[src/rtl/key_ctrl_pkg.sv]
// key_ctrl shared types: direction encoding, project
// defaults and the priority pick helper.
package key_ctrl_pkg;

  typedef enum logic [1:0] {
    UP    = 2'b00,
    DOWN  = 2'b01,
    LEFT  = 2'b10,
    RIGHT = 2'b11
  } dir_t;

  localparam int KEY_DEBOUNCE_CYCLES = 16;
  localparam int ME_MOVE_DIV         = 1;

  // bit index == encoding; lowest index wins
  function automatic dir_t pick(input logic [3:0] v);
    dir_t d;
    d = UP;
    priority case (1'b1)
      v[0]:    d = UP;
      v[1]:    d = DOWN;
      v[2]:    d = LEFT;
      v[3]:    d = RIGHT;
      default: d = UP;
    endcase
    return d;
  endfunction

endpackage

[src/rtl/key_ctrl_debounce.sv]
// key_debounce: sync + polarity + debounce of one button.
// Ports: clk_run, rst_n, key_i (raw) -> db_o, db_rise_o.
module key_debounce
  import key_ctrl_pkg::*;
#(
  parameter int DEBOUNCE_CYCLES = KEY_DEBOUNCE_CYCLES,
  parameter int KEY_ACTIVE_LOW  = 1
) (
  input  logic clk_run,
  input  logic rst_n,
  input  logic key_i,
  output logic db_o,
  output logic db_rise_o
);

  localparam int DW = $clog2(DEBOUNCE_CYCLES);
  localparam logic [DW-1:0] LAST = DW'(DEBOUNCE_CYCLES - 1);

  logic          w_norm;
  logic [2:0]    r_sync;
  logic [DW-1:0] r_cnt;
  logic          r_db;
  logic          r_rise;

  // invert before the first flop so every stage
  // resets to "released"
  assign w_norm = (KEY_ACTIVE_LOW != 0) ? ~key_i : key_i;

  always_ff @(posedge clk_run or negedge rst_n) begin
    if (!rst_n) begin
      r_sync <= '0;
      r_cnt  <= '0;
      r_db   <= 1'b0;
      r_rise <= 1'b0;
    end else begin
      r_sync <= {r_sync[1:0], w_norm};
      r_rise <= 1'b0;
      if (r_sync[2] == r_db) begin
        r_cnt <= '0;
      end else if (r_cnt == LAST) begin
        r_cnt  <= '0;
        r_db   <= r_sync[2];
        r_rise <= r_sync[2];
      end else begin
        r_cnt <= r_cnt + DW'(1);
      end
    end
  end

  assign db_o      = r_db;
  assign db_rise_o = r_rise;

endmodule

[src/rtl/key_ctrl.sv]
// key_ctrl: debounced direction arbitration, move strobe,
// fire pulse. Out: direct_o, move_en_o, fire_o, any_key_o.
module key_ctrl
  import key_ctrl_pkg::*;
#(
  parameter int DEBOUNCE_CYCLES = KEY_DEBOUNCE_CYCLES,
  parameter int MOVE_DIV        = ME_MOVE_DIV,
  parameter int KEY_ACTIVE_LOW  = 1
) (
  input  logic       clk_run,
  input  logic       rst_n,
  input  logic       en_i,
  input  logic       key_up_i,
  input  logic       key_down_i,
  input  logic       key_left_i,
  input  logic       key_right_i,
  input  logic       key_fire_i,
  output logic [1:0] direct_o,
  output logic       move_en_o,
  output logic       fire_o,
  output logic       any_key_o
);

  localparam int CW = (MOVE_DIV > 1) ? $clog2(MOVE_DIV) : 1;
  localparam logic [CW-1:0] LAST = CW'(MOVE_DIV - 1);

  logic [3:0]    w_keys;
  logic [3:0]    w_db;
  logic [3:0]    w_rise;
  logic          w_fdb;
  logic          w_frise;

  dir_t          r_dir;
  logic          r_act;
  logic          r_run;
  logic [CW-1:0] r_cnt;
  logic          r_move;
  logic          r_fire;
  logic          r_any;

  dir_t          w_dir_n;
  logic          w_act_n;
  logic          w_run_n;
  logic [CW-1:0] w_cnt_n;
  logic          w_mv_n;

  assign w_keys = {key_right_i, key_left_i,
                   key_down_i, key_up_i};

  for (genvar g = 0; g < 4; g++) begin : g_dir
    key_debounce #(
      .DEBOUNCE_CYCLES(DEBOUNCE_CYCLES),
      .KEY_ACTIVE_LOW (KEY_ACTIVE_LOW)
    ) u_db (
      .clk_run  (clk_run),
      .rst_n    (rst_n),
      .key_i    (w_keys[g]),
      .db_o     (w_db[g]),
      .db_rise_o(w_rise[g])
    );
  end

  key_debounce #(
    .DEBOUNCE_CYCLES(DEBOUNCE_CYCLES),
    .KEY_ACTIVE_LOW (KEY_ACTIVE_LOW)
  ) u_fire (
    .clk_run  (clk_run),
    .rst_n    (rst_n),
    .key_i    (key_fire_i),
    .db_o     (w_fdb),
    .db_rise_o(w_frise)
  );

  always_comb begin
    w_dir_n = r_dir;
    w_act_n = r_act;
    if (|w_rise) begin
      w_dir_n = pick(w_rise);
      w_act_n = 1'b1;
    end else if (r_act && w_db[r_dir]) begin
      w_act_n = 1'b1;
    end else if (|w_db) begin
      w_dir_n = pick(w_db);
      w_act_n = 1'b1;
    end else begin
      w_act_n = 1'b0;
    end
  end

  // r_run marks that the strobe phase is live; any
  // idle, disable or direction change restarts it
  always_comb begin
    w_run_n = 1'b0;
    w_cnt_n = '0;
    w_mv_n  = 1'b0;
    if (en_i && w_act_n) begin
      w_run_n = 1'b1;
      if (!r_run || (w_dir_n != r_dir)) begin
        w_mv_n = 1'b1;
      end else if (r_cnt == LAST) begin
        w_mv_n = 1'b1;
      end else begin
        w_cnt_n = r_cnt + CW'(1);
      end
    end
  end

  always_ff @(posedge clk_run or negedge rst_n) begin
    if (!rst_n) begin
      r_dir  <= UP;
      r_act  <= 1'b0;
      r_run  <= 1'b0;
      r_cnt  <= '0;
      r_move <= 1'b0;
      r_fire <= 1'b0;
      r_any  <= 1'b0;
    end else begin
      r_dir  <= w_dir_n;
      r_act  <= w_act_n;
      r_run  <= w_run_n;
      r_cnt  <= w_cnt_n;
      r_move <= w_mv_n;
      r_fire <= en_i & w_frise;
      r_any  <= (|w_db) | w_fdb;
    end
  end

  assign direct_o  = r_dir;
  assign move_en_o = r_move;
  assign fire_o    = r_fire;
  assign any_key_o = r_any;

endmodule

[config.mk]
export PLATFORM = sky130hd
export DESIGN_NAME = key_ctrl
export DESIGN_NICKNAME = d
export VERILOG_FILES = /design/src/rtl/key_ctrl_pkg.sv /design/src/rtl/key_ctrl_debounce.sv /design/src/rtl/key_ctrl.sv
export SDC_FILE = /design/constraint.sdc
export NUM_CORES = 1
export LEC_CHECK = 0
export CORE_ASPECT_RATIO = 0.9
export CORE_UTILIZATION = 55
export CTS_CLUSTER_DIAMETER = 200
export DETAILED_ROUTE_END_ITERATION = 8
export GPL_TIMING_DRIVEN = 0
export PLACE_DENSITY = 0.75
export SLEW_MARGIN = 15
export SYNTH_ARGS = -nofsm -noshare
export SYNTH_HDL_FRONTEND = slang
export SYNTH_SLANG_ARGS = --single-unit
[constraint.sdc]
create_clock -name clk_run -period 1.5 [get_ports clk_run]
set_input_delay 0.3 -clock clk_run [delete_from_list [all_inputs] [get_ports clk_run]]
set_output_delay 0.3 -clock clk_run [all_outputs]
set_load 0.02 [all_outputs]
==> run metrics, run 1 <==
result of the run complete, no violations; most area-hungry cell type in the Yosys netlist sky130_fd_sc_hd__dfrtp_1; Ys Warns 0; required time at the endpoint of the critical path 1.69 ns; Reg area ~1300 sq um; die area 3780 sq um; source-to-sink clock delay at the later pin of the worst-skew pair 0.30 ns; critical path endpoint category register; number of diodes added for antenna fixing 0; global routing usage summed across all routing layers 0.178; clock tree skew after final layout 0.00554 ns; Psw 0.569 mW; async set-reset flop share out of synthesis 1.00; Crit Path Class register to register; worst relative slew slack 0.572; final-report hold violation count 0; unrepaired setup endpoints after global routing true; logic depth of the worst register-to-register path 4; Tmin final between 1 and 1.5 ns; Detailed Route WL 2.94 mm; Post-Route Setup TNS 0 ns; core area 3380 sq um; global-route wire length before repair 4.84 mm; # setup viols final 0; Die Span Y between 50 and 60 um; most instantiated cells after synthesis sky130_fd_sc_hd__dfrtp_1, sky130_fd_sc_hd__a21oi_1, sky130_fd_sc_hd__inv_1, sky130_fd_sc_hd__xnor2_1, sky130_fd_sc_hd__nor3b_1; worst slack at placement -0.00534 ns; fraction of power spent switching nets 0.236; delay contributed by the slowest stage of the critical path 0.47 ns; syn_nets 161; Via Count 1165; DRC Markers 0; cell family contributing the most delay on the critical path multiplexers; synth-to-layout area growth 16.0%; Seq/Total Area, Yosys 0.656; clock tree from TritonCTS yes; VDD IR max 0.734 mV; top post-synthesis cells by area sky130_fd_sc_hd__dfrtp_1, sky130_fd_sc_hd__xnor2_1, sky130_fd_sc_hd__nor3b_1, sky130_fd_sc_hd__ha_1, sky130_fd_sc_hd__a21oi_1; actual transition at the worst max-transition pin 0.642 ns; DR pass1 iterations 4; post-layout power between 2 and 2.5 mW; worst path buffer plus inverter count 0; max-cap violations 0; number of register bits inferred by synthesis 51; antenna violation net count after detailed routing 0; dominant synthesized flop cell sky130_fd_sc_hd__dfrtp_1; Internal Power around 1.8 mW; area share of the leading cell type in the synthesized netlist 0.656; kind of launch point of the worst setup path register; First DRT Iteration DRCs 21; fmax 676 MHz; total of fill cells in the finished design 258; top-count cell post-synth sky130_fd_sc_hd__dfrtp_1; library cells used by synthesis 24; number of global-route vias before repair approximately 1100; total clock buffers created by CTS 5; hold crit path type primary input to asynchronous set/reset pin; Slowest-stage cell, CP sky130_fd_sc_hd__mux4_2; half-perimeter wire length of the detailed placement result about 2.0 mm; Placer Congestion 0.742; Stages on worst setup path 4; count of flip-flops with a built-in enable after synthesis 0; DP Cell Count a little over 200; routed length per instance 13.7 um; combined area of the multi-input logic cells 633 sq um; share of post-route cells with drive strength above 1 0.152; leakage power of the design 1.03 nW; pin count of the biggest net entering global routing 29; NumNets Final 183; total congestion overflow 0; post-route insts no fill ~220; share of power burned in combinational logic 0.062; clock root buffer master sky130_fd_sc_hd__clkbuf_8; setup ws final 0.0203 ns; Data arrival, critical path 1.67 ns; series of cell instances along the critical path mux4_2 -> and2_4 -> o41ai_2 -> a21oi_1; Power Density about 1100 nW/um^2; Syn Std Cell Area 1940 sq um; synthesized instance count 148; Avg Cell Area, Syn about 13 sq um; number of hold buffers added after cts 0; via-per-instance ratio 5.42; deepest level of the CTS H-tree 2; Max Slew Vio Count 0; starting density of the core 0.576; biggest fanout along the worst timing path 6; portion of total power attributed to the clock network 0.324; clk sinks 51; clock-pin slew reported for the worst setup and hold paths after clock tree synthesis 0.09 ns; Die X-Extent 64.7 um; total of buffers placed on input and output ports 12; number of antenna violations at the first check in global routing 0; share of the clock period used by the worst path 0.986; register share of total power 0.614; number of placed I/O pins 13; WHS 0.0136 ns; Site Rows 20; maximum root-to-sink buffer count 2
-- through the flow --
step / area [sq um] / utilization
after global routing: 2260 / 0.668
final: 2260 / 0.668
after CTS: 2230 / 0.660
after floorplan: 1950 / -
after global placement: 2120 / 0.628
after detailed placement: 2140 / 0.634
-- flip-flops by register name (all words and copies together) (netlist names), named ones only --
| register | flops |
|---|---|
| any_key_o | 1 |
| fire_o | 1 |
| g_dir.u_db.db_o | 4 |
| g_dir.u_db.db_rise_o | 4 |
| g_dir.u_db.r_cnt | 16 |
| g_dir.u_db.r_sync | 12 |
| move_en_o | 1 |
| r_act | 1 |
| u_fire.db_o | 1 |
| u_fire.db_rise_o | 1 |
| u_fire.r_cnt | 4 |
| u_fire.r_sync | 3 |
-- power by group through the flow --
stage                     Clock [mW]  Combinational [mW]  Sequential, mW
after global routing           0.854               0.173            1.49
after CTS                      0.806               0.154            1.48
after floorplan                    0              0.0768            1.50
final                          0.781               0.149            1.48
after detailed placement           0               0.155            1.51
after global placement             0               0.139            1.50
-- final cells by class --
type / count / share of cell area
multi-input cells: 86 / 0.281
clock buffers: 5 / 0.0305
well taps: 44 / 0.0244
inverters: 11 / 0.0183
flip-flops and latches: 51 / 0.568
repair buffers: 15 / 0.0671
clock inverters: 3 / 0.0105
-- timing repair --
item | CTS | global route
endpoints found under the setup margin | 6 | 2
gates resized for setup | 6 | 4
setup buffers | 0 | 2
-- cell usage in the layout, fill, tap and decap left out, types with 6 or more instances in the layout --
cell type / Yosys / final
sky130_fd_sc_hd__nor2_1: 7 / 7
sky130_fd_sc_hd__inv_1: 11 / 11
sky130_fd_sc_hd__clkdlybuf4s50_1: 0 / 6
sky130_fd_sc_hd__o21ai_0: 6 / 6
sky130_fd_sc_hd__dfrtp_1: 51 / 46
sky130_fd_sc_hd__xnor2_1: 10 / 10
sky130_fd_sc_hd__a21oi_1: 12 / 12
sky130_fd_sc_hd__nor3b_1: 9 / 9
sky130_fd_sc_hd__nor2b_1: 7 / 7
-- cell families after synthesis --
logic type,synth area share
and+or+nand+nor,0.131
xor gates and xnor gates,0.0450
AOI/OAI and AO/OA,0.0734
muxes,0.0405
adders and majority gates,0.0322
DFF,0.656
buffers and inverters,0.0212
-- per-layer routing --
metal / vias up / track usage / part of all wire
li1: 552 / - / -
met1: 593 / 0.204 / 0.42
met2: 14 / 0.296 / 0.53
met3: 6 / 0.0523 / 0.030
met4: 0 / 0.114 / 0.023
met5: - / 0 / 0
-- worst paths after layout --
kind	startpoint	slack, ns	endpoint
setup reg to reg	g_dir[3].u_db.db_o	0.02	register
hold / removal	rst_n	0.01	g_dir[0].u_db.r_cnt[3]
max in group asynchronous	rst_n	0.94	g_dir[3].u_db.db_o
setup / recovery	g_dir[3].u_db.db_o	0.02	register
hold reg to reg	g_dir[1].u_db.r_sync[1]	0.35	g_dir[1].u_db.r_sync[2]
min in group clk_run	g_dir[1].u_db.r_sync[1]	0.35	g_dir[1].u_db.r_sync[2]
Note: power is estimated with default switching activity, not from simulation.
==> run 2: changes to the inputs <==
SETUP_SLACK_MARGIN = 0.3   (was not set)
==> run 2 against run 1 <==
Net effect: routed wire length is 13% higher; largest cell class unchanged; sequential power hardly changed; critical path type unchanged; clock skew is 0.0015 ns lower.
==> run metrics, run 2 (synthesis gave the netlist of run 1 again) <==
result of the run complete, no violations; clock root buffer master sky130_fd_sc_hd__clkbuf_8; # setup viols final 0; source-to-sink clock delay at the later pin of the worst-skew pair 0.30 ns; Data arrival, critical path 1.61 ns; NumNets Final approximately 190; maximum root-to-sink buffer count 2; VDD IR max 0.705 mV; clk sinks 51; number of flip-flops under the largest register name 16; half-perimeter wire length of the detailed placement result 2.00 mm; fmax 702 MHz; Tmin final 1.43 ns; final-report hold violation count 0; Detailed Route WL 3.31 mm; number of hold buffers added after cts 0; Placer Congestion 0.737; synth-to-layout area growth 23.9%; First DRT Iteration DRCs 74; share of post-route cells with drive strength above 1 0.291; starting density of the core 0.576; routed length per instance 14.6 um; clock tree from TritonCTS yes; number of antenna violations at the first check in global routing 0; Power Density 1080 nW/um^2; Most flops, register g_dir.u_db.r_cnt; die area 3780 sq um; leakage power of the design 1.08 nW; Crit Path Class register to register; critical path endpoint category register; DP Cell Count 205; registers with the most flip-flops g_dir.u_db.r_cnt: 16 flops, g_dir.u_db.r_sync: 12 flops; actual transition at the worst max-transition pin ~0.71 ns; most frequent cells in the layout sky130_fd_sc_hd__dfrtp_1, sky130_fd_sc_hd__buf_4, sky130_fd_sc_hd__a21oi_1, sky130_fd_sc_hd__inv_1; worst relative slew slack 0.524; share of the clock period used by the worst path 0.950; total of buffers placed on input and output ports 12; post-layout power 2.61 mW; worst slack at placement about 0.013 ns; routed length on met1 1.42 mm; post-layout utilization of the core 0.713; routed wl met2 1.72 mm; highest metal layer with signal wires met4; worst setup slack for register-to-register paths between 0.07 and 0.08 ns; post-route insts no fill 226; hold crit path type primary input to asynchronous set/reset pin; clock-pin slew reported for the worst setup and hold paths after clock tree synthesis 0.09 ns; global routing usage summed across all routing layers 0.195; Max Slew Vio Count 0; clock tree skew after final layout between 0.004 and 0.005 ns; max-cap violations 0; Site Rows 20; logic depth of the worst register-to-register path 4; pin count of the biggest net entering global routing 31; antenna violation net count after detailed routing 0; unrepaired setup endpoints after global routing true; setup ws final 0.0745 ns; amount of wire on met3 after detailed routing 101 um; total congestion overflow 0; required time at the endpoint of the critical path 1.69 ns; most common cell after layout, fill and taps aside sky130_fd_sc_hd__dfrtp_1; total clock buffers created by CTS 5; number of diodes added for antenna fixing 0; Via Count 1240; total of fill cells in the finished design between 200 and 250; Post-Route Setup TNS 0 ns; number of placed I/O pins 13; Die X-Extent 64.7 um; global-route wire length before repair ~5.4 mm; deepest level of the CTS H-tree 2; DRC Markers 0; kind of launch point of the worst setup path register; biggest fanout along the worst timing path 4; core area 3380 sq um; number of global-route vias before repair 1239; Die Span Y a little under 60 um; DR pass1 iterations 4; via-per-instance ratio 5.49
==> run 2: cell types whose count changed in the layout (fill, tap and decap cells not counted), sizes merged <==
cell / delta
inv: -1
bufinv: +1
buf: +16
clkinv: +2
clkinvlp: -2
dlygate4sd2: -5
==> run 2: worst max-delay path, cell delays in order, from the launching register on <==
cell	delay, ns
sky130_fd_sc_hd__dfrtp_2	0.40
sky130_fd_sc_hd__mux4_2	0.49
sky130_fd_sc_hd__and2_4	0.17
sky130_fd_sc_hd__o41ai_4	0.19
sky130_fd_sc_hd__a21oi_1	0.06
==> run 2: cell type report <==
| class | instances | area [sq um] | share of cell area |
|---|---|---|---|
| multi-input combinational | 86 | 689 | 0.286 |
| clock buffer | 5 | 68.8 | 0.0286 |
| tap | 44 | 55.1 | 0.0229 |
| clock inverter | 3 | 43.8 | 0.0182 |
| sequential | 51 | 1280 | 0.532 |
| inverter | 11 | 41.3 | 0.0171 |
| timing repair buffer | 26 | 228 | 0.0945 |
==> run 2: how the worst max path moves through the flow <==
stage | start | endpoint | slack [ns] | cells past startpoint
after floorplan | register | register | 0.06 | 4
after global placement | rst_n | asynchronous set/reset pin | -1.34 | 1
after detailed placement | g_dir[2].u_db.db_o | register | 0.01 | 4
after CTS | g_dir[3].u_db.db_o | register | 0.07 | 4
after global routing | g_dir[3].u_db.db_o | register | 0.009 | 4
final | register | register | 0.07 | 4
==> run 2: power by group <==
group | switching, mW | leakage, nW | internal [mW] | total (mW)
clock network | 0.433 | 0.0581 | 0.496 | 0.929
registers | 0.0473 | 0.656 | 1.43 | 1.48
logic | 0.0915 | 0.367 | 0.108 | 0.200
==> run 2: timing repair <==
action	CTS	global route
setup endpoints to repair	14	13
setup buffers	8	5
gates resized for setup	27	14
pin swaps	0	1
==> run 2: metrics by stage <==
| step | cell area [sq um] | hold slack [ns] |
|---|---|---|
| after floorplan | 1950 | 0.00441 |
| after global placement | 2120 | 0.334 |
| after detailed placement | 2140 | 0.335 |
| after CTS | 2320 | 0.0570 |
| after global routing | 2410 | 0.0862 |
| final | 2410 | 0.0481 |
==> run 2: layer usage <==
layer,track usage,vias to the layer above
li1,-,579
met1,0.239,635
met2,0.325,19
met3,0.0465,7
met4,0.105,0
met5,0,-
==> patch: new RTL, flow settings as in run 2 <==
Set the package constant `KEY_DEBOUNCE_CYCLES` to 32 (it was 16).
--- a/src/rtl/key_ctrl_pkg.sv
+++ b/src/rtl/key_ctrl_pkg.sv
@@ -9,7 +9,7 @@
     RIGHT = 2'b11
   } dir_t;
 
-  localparam int KEY_DEBOUNCE_CYCLES = 16;
+  localparam int KEY_DEBOUNCE_CYCLES = 32;
   localparam int ME_MOVE_DIV         = 1;
 
   // bit index == encoding; lowest index wins
Formal check against the unedited RTL: no difference found for any inputs over 10 cycles, from zero or initial values and one cycle with rst_n low; that may be too few to reach the edited logic, so the function may still have changed.
==> patch against run 2 <==
- wire length is 7.8% higher
- largest cell class unchanged
- setup slack lost 0.046 ns
- sequential power grew 7%
- fmax fell by 3.2%
- area after synthesis up 9.9%
- sequential cell count is 5 higher
- utilization up 5.6 points
- cell area grew 19%
- largest power group unchanged
- critical path type unchanged
- total power is 1.3% higher
==> patch: results (changes against run 2) <==
Min path
  – Hold Crit Class: reg2reg

STA
  – Hold slack: 0.357 ns (+0.309 ns)
  – Worst Clk Skew: 0.00941 ns (+0.00539 ns)
  – Worst slew pin tran: 0.378 ns (-0.336 ns)

Place
  – Dpl cells: 221 (+7.8%)
  – Hpwl dp: 2.23 mm (+11%)
  – DP Area: 2440 sq um (+14%)
  – GPL Wtd Cong: 0.926 (+26%)
  – Dpl ws: -0.00308 ns (-0.0157 ns)

Yosys
  – #FFs+latches synth: 56 (+9.8%)
  – Xor-xnor portion of the synthesized cell area: 0.0615 (+0.0164)
  – Synth Area in Compound Gates: 0.0299 (-0.0435)
  – Top cells by area, synth: dfrtp_1, ha_1, xor2_1, nor2_1, and2_1
  – Post-synthesis mux area share: 0.0316 (-0.00892)
  – Mapped Nets: 180 (+12%)
  – Avg Inst Size Synth: 13.2 sq um (+0.41%)
  – Post-synth top cells: dfrtp_1, nor2_1, ha_1, xor2_1
  – Synth Area in Adders: 0.0585 (+0.0264)

GRT
  – Global Route met1 Usage: 0.232 (-0.00746)
  – First-pass GRT wire length: 5.62 mm (+4.5%)

Power
  – VDD IR-drop max: 0.000835 V (+18%)
  – P_leak: 1.36 nW (+26%)

Cells and area
  – Fraction of layout cells with a size suffix above 1: 0.436 (+0.145)
  – Top flop regs: g_dir.u_db.r_cnt (20), g_dir.u_db.r_sync (12), u_fire.r_cnt (5)
  – Nonclk buf count: 34 (+31%)
  – Area of the multi-input gates: 983 sq um (+43%)
  – Non-clk invs: 9 (-2)

Routing
  – WL final: 3.57 mm (+7.8%)
  – Initial DRC Count: 43 (-42%)
  – DR WL met3: 146 microns (+45%)
  – DR vias/cell: 5.20 (-5.3%)
  – WL met1: 1.49 mm (+4.6%)

Critical path
  – R2r setup slk: 0.03 ns (-0.05 ns)
  – Worst EP arrival: 1.67 ns (+0.06 ns)

Status
  – Status: finished, final reports clean
==> patch: changes by cell type after synthesis, moves of 6 or more <==
cell / before / now
nor3b_1: 9 / 0
and3_1: 0 / 6
and2_1: 2 / 9
nor2_1: 7 / 20
a21oi_1: 12 / 2
xor2_1: 0 / 10
==> patch: how the worst max path moves through the flow <==
stage	startpoint	to	slack (ns)	cells after the start
after floorplan	flip-flop	flip-flop	0.06	4
after global placement	rst_n	asynchronous set/reset pin	-1.57	1
after detailed placement	g_dir[0].u_db.db_o	flip-flop	-0.003	4
after CTS	flip-flop	flip-flop	0.02	4
after global routing	flip-flop	flip-flop	-0.02	4
final	flip-flop	flip-flop	0.03	4
==> patch: timing repair <==
action,4_1_cts,5_1_grt
endpoints found under the hold margin,22,0
hold buffers,1,0
gates resized for setup,45,26
pin swaps,21,4
buffers inserted,16,4
endpoints found under the setup margin,39,70
==> patch: power breakdown <==
group	switching [mW]	leakage [nW]	internal, mW
logic	0.105	0.582	0.0999
clock network	0.500	0.0463	0.343
registers	0.0328	0.730	1.56
